$ cat src/rtl/simmem_pkg.sv
// Shared defaults and the countdown-slot record for the simmem delayed-release path.
package simmem_pkg;

    localparam int unsigned DefaultIdWidth        = 4;
    localparam int unsigned DefaultDelayWidth     = 8;
    localparam int unsigned DefaultNumSlots       = 16;
    localparam int unsigned DefaultMaxOutstanding = 512;

    typedef struct packed {
        logic                         valid;
        logic [DefaultIdWidth-1:0]    id;
        logic [DefaultDelayWidth-1:0] cnt;
    } delay_slot_t;

    // A zero delay still needs one cycle in a slot before the credit appears.
    function automatic logic [DefaultDelayWidth-1:0] clamp_delay(
        input logic [DefaultDelayWidth-1:0] delay
    );
        return (delay == '0) ? DefaultDelayWidth'(1) : delay;
    endfunction

endpackage

$ cat src/rtl/simmem_delay_releaser_if.sv
// Request and release-report signals between the delay releaser and its neighbours.
interface simmem_delay_releaser_if #(
    parameter int unsigned IDWidth    = simmem_pkg::DefaultIdWidth,
    parameter int unsigned DelayWidth = simmem_pkg::DefaultDelayWidth
);
    logic                    in_valid_i;
    logic                    in_ready_o;
    logic [IDWidth-1:0]      in_id_i;
    logic [DelayWidth-1:0]   in_delay_i;
    logic [2**IDWidth-1:0]   release_en_o;
    logic                    released_valid_i;
    logic [IDWidth-1:0]      released_id_i;
    logic                    err_o;

    modport slave (
        input  in_valid_i, in_id_i, in_delay_i, released_valid_i, released_id_i,
        output in_ready_o, release_en_o, err_o
    );

    modport master (
        output in_valid_i, in_id_i, in_delay_i, released_valid_i, released_id_i,
        input  in_ready_o, release_en_o, err_o
    );
endinterface

$ cat src/rtl/simmem_delay_slot.sv
// One countdown entry: loads {id, delay}, counts down and flags the cycle it expires.
module simmem_delay_slot
    import simmem_pkg::*;
(
    input  logic                         clk_i,
    input  logic                         rst_ni,
    input  logic                         load_i,
    input  logic [DefaultIdWidth-1:0]    id_i,
    input  logic [DefaultDelayWidth-1:0] delay_i,
    output logic                         busy_o,
    output logic                         expiring_o,
    output logic [DefaultIdWidth-1:0]    id_o
);

    delay_slot_t slot_reg;

    // load_i is only raised for a free slot, so it never races the countdown.
    always_ff @(posedge clk_i or negedge rst_ni) begin
        if (!rst_ni) begin
            slot_reg <= '0;
        end else if (load_i) begin
            slot_reg <= '{valid: 1'b1, id: id_i, cnt: clamp_delay(delay_i)};
        end else if (expiring_o) begin
            slot_reg <= '0;
        end else if (slot_reg.valid) begin
            slot_reg.cnt <= slot_reg.cnt - DefaultDelayWidth'(1);
        end
    end

    assign busy_o     = slot_reg.valid;
    assign expiring_o = slot_reg.valid && (slot_reg.cnt == DefaultDelayWidth'(1));
    assign id_o       = slot_reg.id;

endmodule

$ cat src/rtl/simmem_delay_releaser.sv
// Delays each response by a per-request cycle count, then grants per-ID release
// credits to the linked-list bank until the bank reports the responses gone.
module simmem_delay_releaser
    import simmem_pkg::*;
#(
    parameter int unsigned NumSlots       = DefaultNumSlots,
    parameter int unsigned MaxOutstanding = DefaultMaxOutstanding
) (
    input  logic                     clk_i,
    input  logic                     rst_ni,
    simmem_delay_releaser_if.slave   io
);

    localparam int unsigned IDWidth  = DefaultIdWidth;
    localparam int unsigned NumIds   = 2**IDWidth;
    localparam int unsigned CntWidth = $clog2(MaxOutstanding + 1);
    localparam int unsigned SlotIdxW = $clog2(NumSlots);
    localparam int unsigned PopW     = $clog2(NumSlots + 1);

    logic [NumSlots-1:0] slot_busy;
    logic [NumSlots-1:0] slot_expiring;
    logic [NumSlots-1:0] slot_load;
    logic [IDWidth-1:0]  slot_id [NumSlots];

    logic [CntWidth-1:0] expired_reg [NumIds];
    logic [PopW-1:0]     n_expiring  [NumIds];
    logic [CntWidth-1:0] outstanding_reg;
    logic                err_reg;

    logic                free_found;
    logic [SlotIdxW-1:0] alloc_idx;
    logic                accept;
    logic                release_hit;

    always_comb begin
        free_found = 1'b0;
        alloc_idx  = '0;
        for (int s = int'(NumSlots) - 1; s >= 0; s--) begin
            if (!slot_busy[s]) begin
                free_found = 1'b1;
                alloc_idx  = SlotIdxW'(s);
            end
        end
    end

    // Ready looks only at registered state so the bank's release report
    // cannot form a combinational path back to the request side.
    assign io.in_ready_o = free_found && (outstanding_reg < CntWidth'(MaxOutstanding));
    assign accept        = io.in_valid_i && io.in_ready_o;
    assign release_hit   = io.released_valid_i && (expired_reg[io.released_id_i] != '0);

    generate
        for (genvar gi = 0; gi < NumSlots; gi++) begin : g_slot
            assign slot_load[gi] = accept && (alloc_idx == SlotIdxW'(gi));

            simmem_delay_slot u_slot (
                .clk_i      (clk_i),
                .rst_ni     (rst_ni),
                .load_i     (slot_load[gi]),
                .id_i       (io.in_id_i),
                .delay_i    (io.in_delay_i),
                .busy_o     (slot_busy[gi]),
                .expiring_o (slot_expiring[gi]),
                .id_o       (slot_id[gi])
            );
        end

        for (genvar gi = 0; gi < NumIds; gi++) begin : g_id
            logic release_dec;

            always_comb begin
                n_expiring[gi] = '0;
                for (int s = 0; s < int'(NumSlots); s++) begin
                    n_expiring[gi] = n_expiring[gi]
                                   + PopW'(slot_expiring[s] && (slot_id[s] == IDWidth'(gi)));
                end
            end

            assign release_dec = release_hit && (io.released_id_i == IDWidth'(gi));

            always_ff @(posedge clk_i or negedge rst_ni) begin
                if (!rst_ni) begin
                    expired_reg[gi] <= '0;
                end else begin
                    expired_reg[gi] <= expired_reg[gi] + CntWidth'(n_expiring[gi])
                                     - CntWidth'(release_dec);
                end
            end

            assign io.release_en_o[gi] = (expired_reg[gi] != '0);
        end
    endgenerate

    always_ff @(posedge clk_i or negedge rst_ni) begin
        if (!rst_ni) begin
            outstanding_reg <= '0;
            err_reg         <= 1'b0;
        end else begin
            case ({accept, release_hit})
                2'b10:   outstanding_reg <= outstanding_reg + CntWidth'(1);
                2'b01:   outstanding_reg <= outstanding_reg - CntWidth'(1);
                default: outstanding_reg <= outstanding_reg;
            endcase
            if (io.released_valid_i && !release_hit) begin
                err_reg <= 1'b1;
            end
        end
    end

    assign io.err_o = err_reg;

endmodule

$ cat src/flat_wrapper.sv
// flat-port wrapper written by rule: the top's interface ports become plain ports
module simmem_delay_releaser_flat import simmem_pkg::*;
#(
    parameter int unsigned NumSlots       = DefaultNumSlots,
    parameter int unsigned MaxOutstanding = DefaultMaxOutstanding
)
  (clk_i, rst_ni, io_in_valid_i, io_in_id_i, io_in_delay_i, io_released_valid_i, io_released_id_i, io_in_ready_o, io_release_en_o, io_err_o);
  simmem_delay_releaser_if #(.IDWidth(4), .DelayWidth(8)) io_i ();
  input  logic clk_i;
  input  logic rst_ni;
  input wire logic [$bits(io_i.in_valid_i)-1:0] io_in_valid_i;
  input wire logic [$bits(io_i.in_id_i)-1:0] io_in_id_i;
  input wire logic [$bits(io_i.in_delay_i)-1:0] io_in_delay_i;
  input wire logic [$bits(io_i.released_valid_i)-1:0] io_released_valid_i;
  input wire logic [$bits(io_i.released_id_i)-1:0] io_released_id_i;
  output wire logic [$bits(io_i.in_ready_o)-1:0] io_in_ready_o;
  output wire logic [$bits(io_i.release_en_o)-1:0] io_release_en_o;
  output wire logic [$bits(io_i.err_o)-1:0] io_err_o;
  assign io_i.in_valid_i = io_in_valid_i;
  assign io_i.in_id_i = io_in_id_i;
  assign io_i.in_delay_i = io_in_delay_i;
  assign io_i.released_valid_i = io_released_valid_i;
  assign io_i.released_id_i = io_released_id_i;
  assign io_in_ready_o = io_i.in_ready_o;
  assign io_release_en_o = io_i.release_en_o;
  assign io_err_o = io_i.err_o;
  simmem_delay_releaser #(.NumSlots(NumSlots), .MaxOutstanding(MaxOutstanding)) u_core (.clk_i(clk_i), .rst_ni(rst_ni), .io(io_i));
endmodule
$ cat config.mk
export PLATFORM = sky130hd
export DESIGN_NAME = simmem_delay_releaser_flat
export DESIGN_NICKNAME = d
export VERILOG_FILES = /design/src/rtl/simmem_pkg.sv /design/src/rtl/simmem_delay_releaser_if.sv /design/src/rtl/simmem_delay_slot.sv /design/src/rtl/simmem_delay_releaser.sv /design/src/flat_wrapper.sv
export SDC_FILE = /design/constraint.sdc
export NUM_CORES = 2
export LEC_CHECK = 0
export ABC_CLOCK_PERIOD_IN_PS = 6700
export BUFFER_PORTS_ARGS = -buffer_cell sky130_fd_sc_hd__buf_2
export CELL_PAD_IN_SITES_DETAIL_PLACEMENT = 1
export CELL_PAD_IN_SITES_GLOBAL_PLACEMENT = 1
export CORE_MARGIN = 8
export CORE_UTILIZATION = 50
export DETAILED_ROUTE_END_ITERATION = 7
export PLACE_DENSITY = 0.76
export SKIP_LAST_GASP = 1
export SYNTH_ARGS = -nofsm -noshare
export SYNTH_HDL_FRONTEND = slang
export SYNTH_HIERARCHICAL = 1
export SYNTH_SLANG_ARGS = --single-unit
$ cat constraint.sdc
create_clock -name clk_i -period 6.7 [get_ports clk_i]
set_clock_uncertainty 0.05 [all_clocks]
set_input_delay 0.335 -clock clk_i [delete_from_list [all_inputs] [get_ports clk_i]]
set_output_delay 0.335 -clock clk_i [all_outputs]
set_load 0.02 [all_outputs]
### Word level (Yosys, flattened, before mapping)

Index checks and enable logic that the tools add are counted.
Widths: inputs -> output; s select.

* $lt $le $gt $ge: 2
* bitwise operators: 1
* multiplexer cells: 101
* add/sub/neg operators: 290
* equality and inequality tests: 288
* reductions and logical operators: 378

Operator list (number)
* $add 5x1->5: 224
* $eq 4x4->1 const B: 144
* $logic_and 1x1->1: 308
* $eq 4x3->1 const B: 72
* $mux 8: 33
* $mux 13: 16
* $reduce_bool 10->1: 17
* $add 10x5->10: 16
* $sub 10x1->10: 16
* $eq 4x2->1 const B: 36
* $eq 8x1->1 const B: 16
* $sub 8x1->8 const B: 16
* $mux 5: 16
* $eq 4x1->1 const B: 18
* $logic_not 4->1: 18
* $mux 4: 16
* $reduce_bool 3->1: 16
* $bmux 10 s4: 1
* $reduce_bool 2->1: 17
* $add 1x1->2: 16
* $mux 10: 2
* $pmux 10 s2: 1
* $mux 1: 16
* $add 10x1->10 const B: 1
* other kinds (8): 8

* register bits: 379
* bits of input ports: 20
* word-level logic and storage cells: 1126
* output and inout bits: 18

### Logic depth before layout (Yosys ltp)

* depth after elaboration: 20
* mapped depth: 24
* depth with buffers taken out: 24

### By module

The synthesis kept the hierarchy.

By module, submodules not included
* simmem_delay_releaser: sequential area each 4279.1 um^2, instances 1, cells an instance 2735, area an instance 25692.1 um^2
* simmem_delay_slot: sequential area each 325.3 um^2, instances 16, cells an instance 87, area an instance 767.0 um^2

### Least setup slack after synthesis

OpenSTA, ideal clock, no wires.

* path type: reg-to-reg
* from: reg u_core.g_slot[2].u_slot.slot_reg (netlist bit u_core/g_slot[2].u_slot/busy_o)
* to: reg u_core/expired_reg[28] in the netlist's numbering
* setup slack: 563 ps
* arrival: 6007 ps
* cell stages (with the launch flop): 21
* path buffers: 1
* period minus slack after synthesis: 6137 ps
* data required time: 6570 ps
* library setup time: 80 ps
* path through: dfrtp_1 > buf_4 > nor2b_1 > nand3_1 > nor4_2 > nand2_1 > or3_1 > fa_1 > fa_1 > fa_1 > fa_1 > fa_1 > fa_1 > inv_1 > fa_1 > a21o_1 > a21oi_1 > nor2b_1 > o21a_1 > o41ai_1 > xnor2_1

* cells in the longest elaborated chain, start to end: 18

Ends and longest elaborated chain
* start, declared: line simmem_delay_slot.sv:15 `delay_slot_t slot_reg;`
* start signal, assigned: line simmem_delay_slot.sv:22 `slot_reg <= '{valid: 1'b1, id: id_i, cnt: clamp_delay(delay_i)};`
* $logic_and 1x1->1: line simmem_delay_slot.sv:31 `assign expiring_o = slot_reg.valid && (slot_reg.cnt == DefaultDelayWidth'(1));`
* named net u_core.slot_expiring[2]: line simmem_delay_releaser.sv:21 `logic [NumSlots-1:0] slot_expiring;`
* $logic_and 1x1->1: line simmem_delay_releaser.sv:75 `+ PopW'(slot_expiring[s] && (slot_id[s] == IDWidth'(gi)));`
* $add 5x1->5 (14 in a row): line simmem_delay_releaser.sv:75
* $add 10x5->10: line simmem_delay_releaser.sv:85 `expired_reg[gi] <= expired_reg[gi] + CntWidth'(n_expiring[gi])`
* $sub 10x1->10: line simmem_delay_releaser.sv:86 `- CntWidth'(release_dec);`
* end signal, assigned by index: line simmem_delay_releaser.sv:85
* end, declared: line simmem_delay_releaser.sv:25 `logic [CntWidth-1:0] expired_reg [NumIds];`

The timed path passes the listed nets, and every way through them passes these cells.
A chain may end at the register's enable or synchronous reset.

### Worst setup path after layout

* from: reg u_core/g_slot[12].u_slot/slot_reg[1] in the netlist's numbering
* to: reg u_core/expired_reg[128] in the netlist's numbering

* cells in the longest elaborated chain, start to end: 9

Ends and longest elaborated chain (line)
* start, declared: simmem_delay_slot.sv:15
* start signal, assigned: simmem_delay_slot.sv:22
* $eq 8x1->1: simmem_delay_slot.sv:31
* $logic_and 1x1->1: simmem_delay_slot.sv:31
* named net u_core.slot_expiring[12]: simmem_delay_releaser.sv:21
* $logic_and 1x1->1: simmem_delay_releaser.sv:75
* $add 5x1->5 (4 in a row): simmem_delay_releaser.sv:75
* $add 10x5->10: simmem_delay_releaser.sv:85
* $sub 10x1->10: simmem_delay_releaser.sv:86

The timed path passes the listed nets, and every way through them passes these cells.

==> out/metrics.cfg <==
[sta]
final.setup.worst_slack_ps=154.4
finalCriticalPeriod_ps=6546
worst_slew_pin_slew_ps=1083
slew_violations=0
setup_repair_after_global_routing_missed_its_margin=yes
fin_tns_setup_ps=0
timing.final.crit_share=0.9770
slew_headroom=0.2761
hold_viol=0
fin_hold_ws_ps=97.58
finish_stage_setup_viols=0
max_clock_freq_mhz=152.8

[routing]
antenna_violating_nets_post_route=0
via_count=29552
detail_route.wirelength_um=106100
post_drt_via_cell_ratio=5.726
routedWlPerCell_um=20.56
drt_iter0_markers=1481
dr.pass1.iters=7
remaining_drc_errors=0

[worst_setup_path]
crit_path_end_kind=register
kind_of_start_point_of_the_critical_path=register
r2r-end=u_core/expired_reg[128]$_DFF_PN0_
worst-path-max-fanout=9
timing_worst_setup_path_type=reg -> reg
regToRegStartpoint=u_core/g_slot[12].u_slot/slot_reg[1]$_DFFE_PN0P_
crit_arrival_ps=6980
r2r.worst_path.cells=23
worst_ep_required_time_ps=7140
r2r_setup_slack_ps=150

[die]
coreArea_sq_mm=0.07557
floorplan.die_area_sq_mm=0.08500
site_rows=101
floorplan.io_pins=38
die_w_um=291.6
initial_utilization=0.5024
die-height_um=291.6

[clocking]
clock_sink_count=379
clock_latency_ps=600
clk_path_buf_depth=3
clock-root-buffer=clkbuf_16
tritoncts.num_buffers=49
cts_tree=yes
clkTransAtPathRegs_ps=60
htree_num_levels=2

[synthesis]
postSynthRegisterBits=379
synth.net_count=5070
dominantRegCellSynth=dfrtp_1
synth_most_common_cell=ha_1
synth_top_family_by_area=adder cells
synth_xor_xnor_area_share=0.04683
synthSimpleGateAreaFrac=0.1743
synth_compound_gate_area_share=0.09185
syn-mean-instance-area_sq_um=9.199
edff_count_synth=0
yosys.area.top_type_share=0.2498
netlist.top_cell.by_area=dfrtp_1
syn-instance-count=4127
synthDistinctLibCells=61
ys_seq_area_frac=0.2498
synth_common_cells=730 x ha_1, 543 x inv_1, 396 x nand2_1
syn-cell-area_sq_mm=0.03796
async_reset_ff_frac=1.000
yosys.area_share.adder=0.3424
ys.warnings.count=6
synthMuxAreaShare=0.01898
yosys-top-cells-area=dfrtp_1 25%, ha_1 24%, fa_1 10%

[global_routing]
grt_max_degree=137
grt_first_pass_wirelength_um=173100
antenna_violations_before_repair=1
grt_remaining_overflow=0
grt.total_usage=0.2498
grt_pass1_vias=32288

[worst_hold_path]
whs_endpoint=u_core/io.err_o$_DFFE_PN0P_
worst_hold_path_type=in -> reg
worst_hold_startpoint=io_released_valid_i
worstHoldPathCells=2

[pwr]
p_sw_frac=0.4478
sequentialPowerShare=0.208
intPower_mw=11.40
power.clock.fraction=0.129
switchingPower_mw=9.242
relative_contribution_of_combinational_cells_to_total_power=0.663
p_total_mw=20.64
vdd_drop_max_v=0.0002477
power.density_mw_per_mm2=504.7
power.static_leakage_nw=20.09

[layout]
layout-area-overhead-vs-synth_pct=7.709
number_of_flip_flops_under_the_largest_register_name=160
post_layout_nonfiller_instances=5161
final_net_count=5088
drive_above_1_share=0.06579

[status]
status=finished clean

[run]
drv_cap=0

[placed_design]
dp_slack_ps=156.3
place.gp.congestion=0.9937
dpl.hpwl_um=82960
dpl.cell_count=5068
numPortBuffers=37

worst max-delay path by stage:
stage                     slack (ps)                                 to                                             start
after floorplan                  560   u_core/expired_reg[28]$_DFF_PN0_        u_core/g_slot[2].u_slot/busy_o$_DFFE_PN0P_
after global placement           290   u_core/expired_reg[89]$_DFF_PN0_                               io_released_id_i[0]
after global routing            -210  u_core/expired_reg[128]$_DFF_PN0_  u_core/g_slot[12].u_slot/slot_reg[1]$_DFFE_PN0P_
after CTS                         20  u_core/expired_reg[128]$_DFF_PN0_   u_core/g_slot[8].u_slot/slot_reg[1]$_DFFE_PN0P_
after detailed placement         160   u_core/expired_reg[48]$_DFF_PN0_                  u_core/expired_reg[66]$_DFF_PN0_
final                            150  u_core/expired_reg[128]$_DFF_PN0_  u_core/g_slot[12].u_slot/slot_reg[1]$_DFFE_PN0P_
area by class of cell:
type                       instances  area (sq um)
timing repair buffer             108         780.7
inverter                         543          2038
tap                              978          1224
fill                            8711         34680
sequential                       379          9484
clock inverter                    12         117.6
clock buffer                      74          1480
multi-input combinational       3064         25760
antenna                            3         7.507
cells by family after synthesis:
logic type / after synthesis
AOI/OAI and AO/OA: 585
DFF: 379
adders and majority gates: 923
and+or+nand+nor: 1285
xor gates and xnor gates: 203
buffers and inverters: 684
muxes: 68
critical path: stages (launching register included):
cell     delay [ps]
dfrtp_1         390
inv_1           110
ha_1            230
nand3_1         110
nor4_2          150
buf_4           200
nor3b_2         310
nand3_1         160
fa_1            560
inv_1            60
fa_1            500
inv_1            60
fa_1            550
fa_1            430
fa_1            550
fa_1            220
inv_1            80
fa_1            460
a21o_1          210
a21oi_1         250
nor2b_1         110
o21a_1          210
o41ai_2         280
xnor2_1         190
placed cells by master, fill, tap and decap left out, types with 39 or more instances in the layout:
master	Yosys	final
nand3_1	94	94
xnor2_1	180	180
buf_4	80	66
o21ai_0	249	241
dfrtp_1	379	379
fa_1	193	193
nand4_1	39	39
nand2b_1	84	84
nand2_1	396	396
ha_1	730	730
clkbuf_16	0	49
nor2b_1	86	86
inv_1	543	543
a21oi_1	136	136
nor4_1	51	51
nor2_1	228	227
nor3_1	111	104
layer usage:
layer	up-vias	wire, um	GRT usage
met4	0	4116	0.08993
met2	580	53420	0.4490
met1	14765	44310	0.3053
li1	13985	-	-
met5	-	0	0
met3	222	4277	0.03228
power groups by stage:
stage	Combinational [mW]	Clock [mW]	Sequential (mW)
finish	13.7	2.67	4.30
global placement	12.7	0	4.28
CTS	13.9	2.75	4.29
detailed placement	13.7	0	4.32
global route	15.9	2.82	4.43
floorplan	10.9	0	3.92
repair_timing:
action | in CTS | in global routing
endpoints found under the setup margin | 1 | 28
pin swaps | 0 | 0
endpoints found under the hold margin | 80 | 0
resized for setup | 1 | 23
hold buffers | 1 | 0
setup buffers | 0 | 3
per-stage QoR:
| stage | util | cell area (sq um) |
|---|---|---|
| final | 0.5411 | 40890 |
| after global placement | 0.5181 | 39160 |
| after global routing | 0.5410 | 40890 |
| after CTS | 0.5395 | 40770 |
| after detailed placement | 0.5181 | 39160 |
| after floorplan | - | 37960 |
Power figures use the tool's default switching activity.
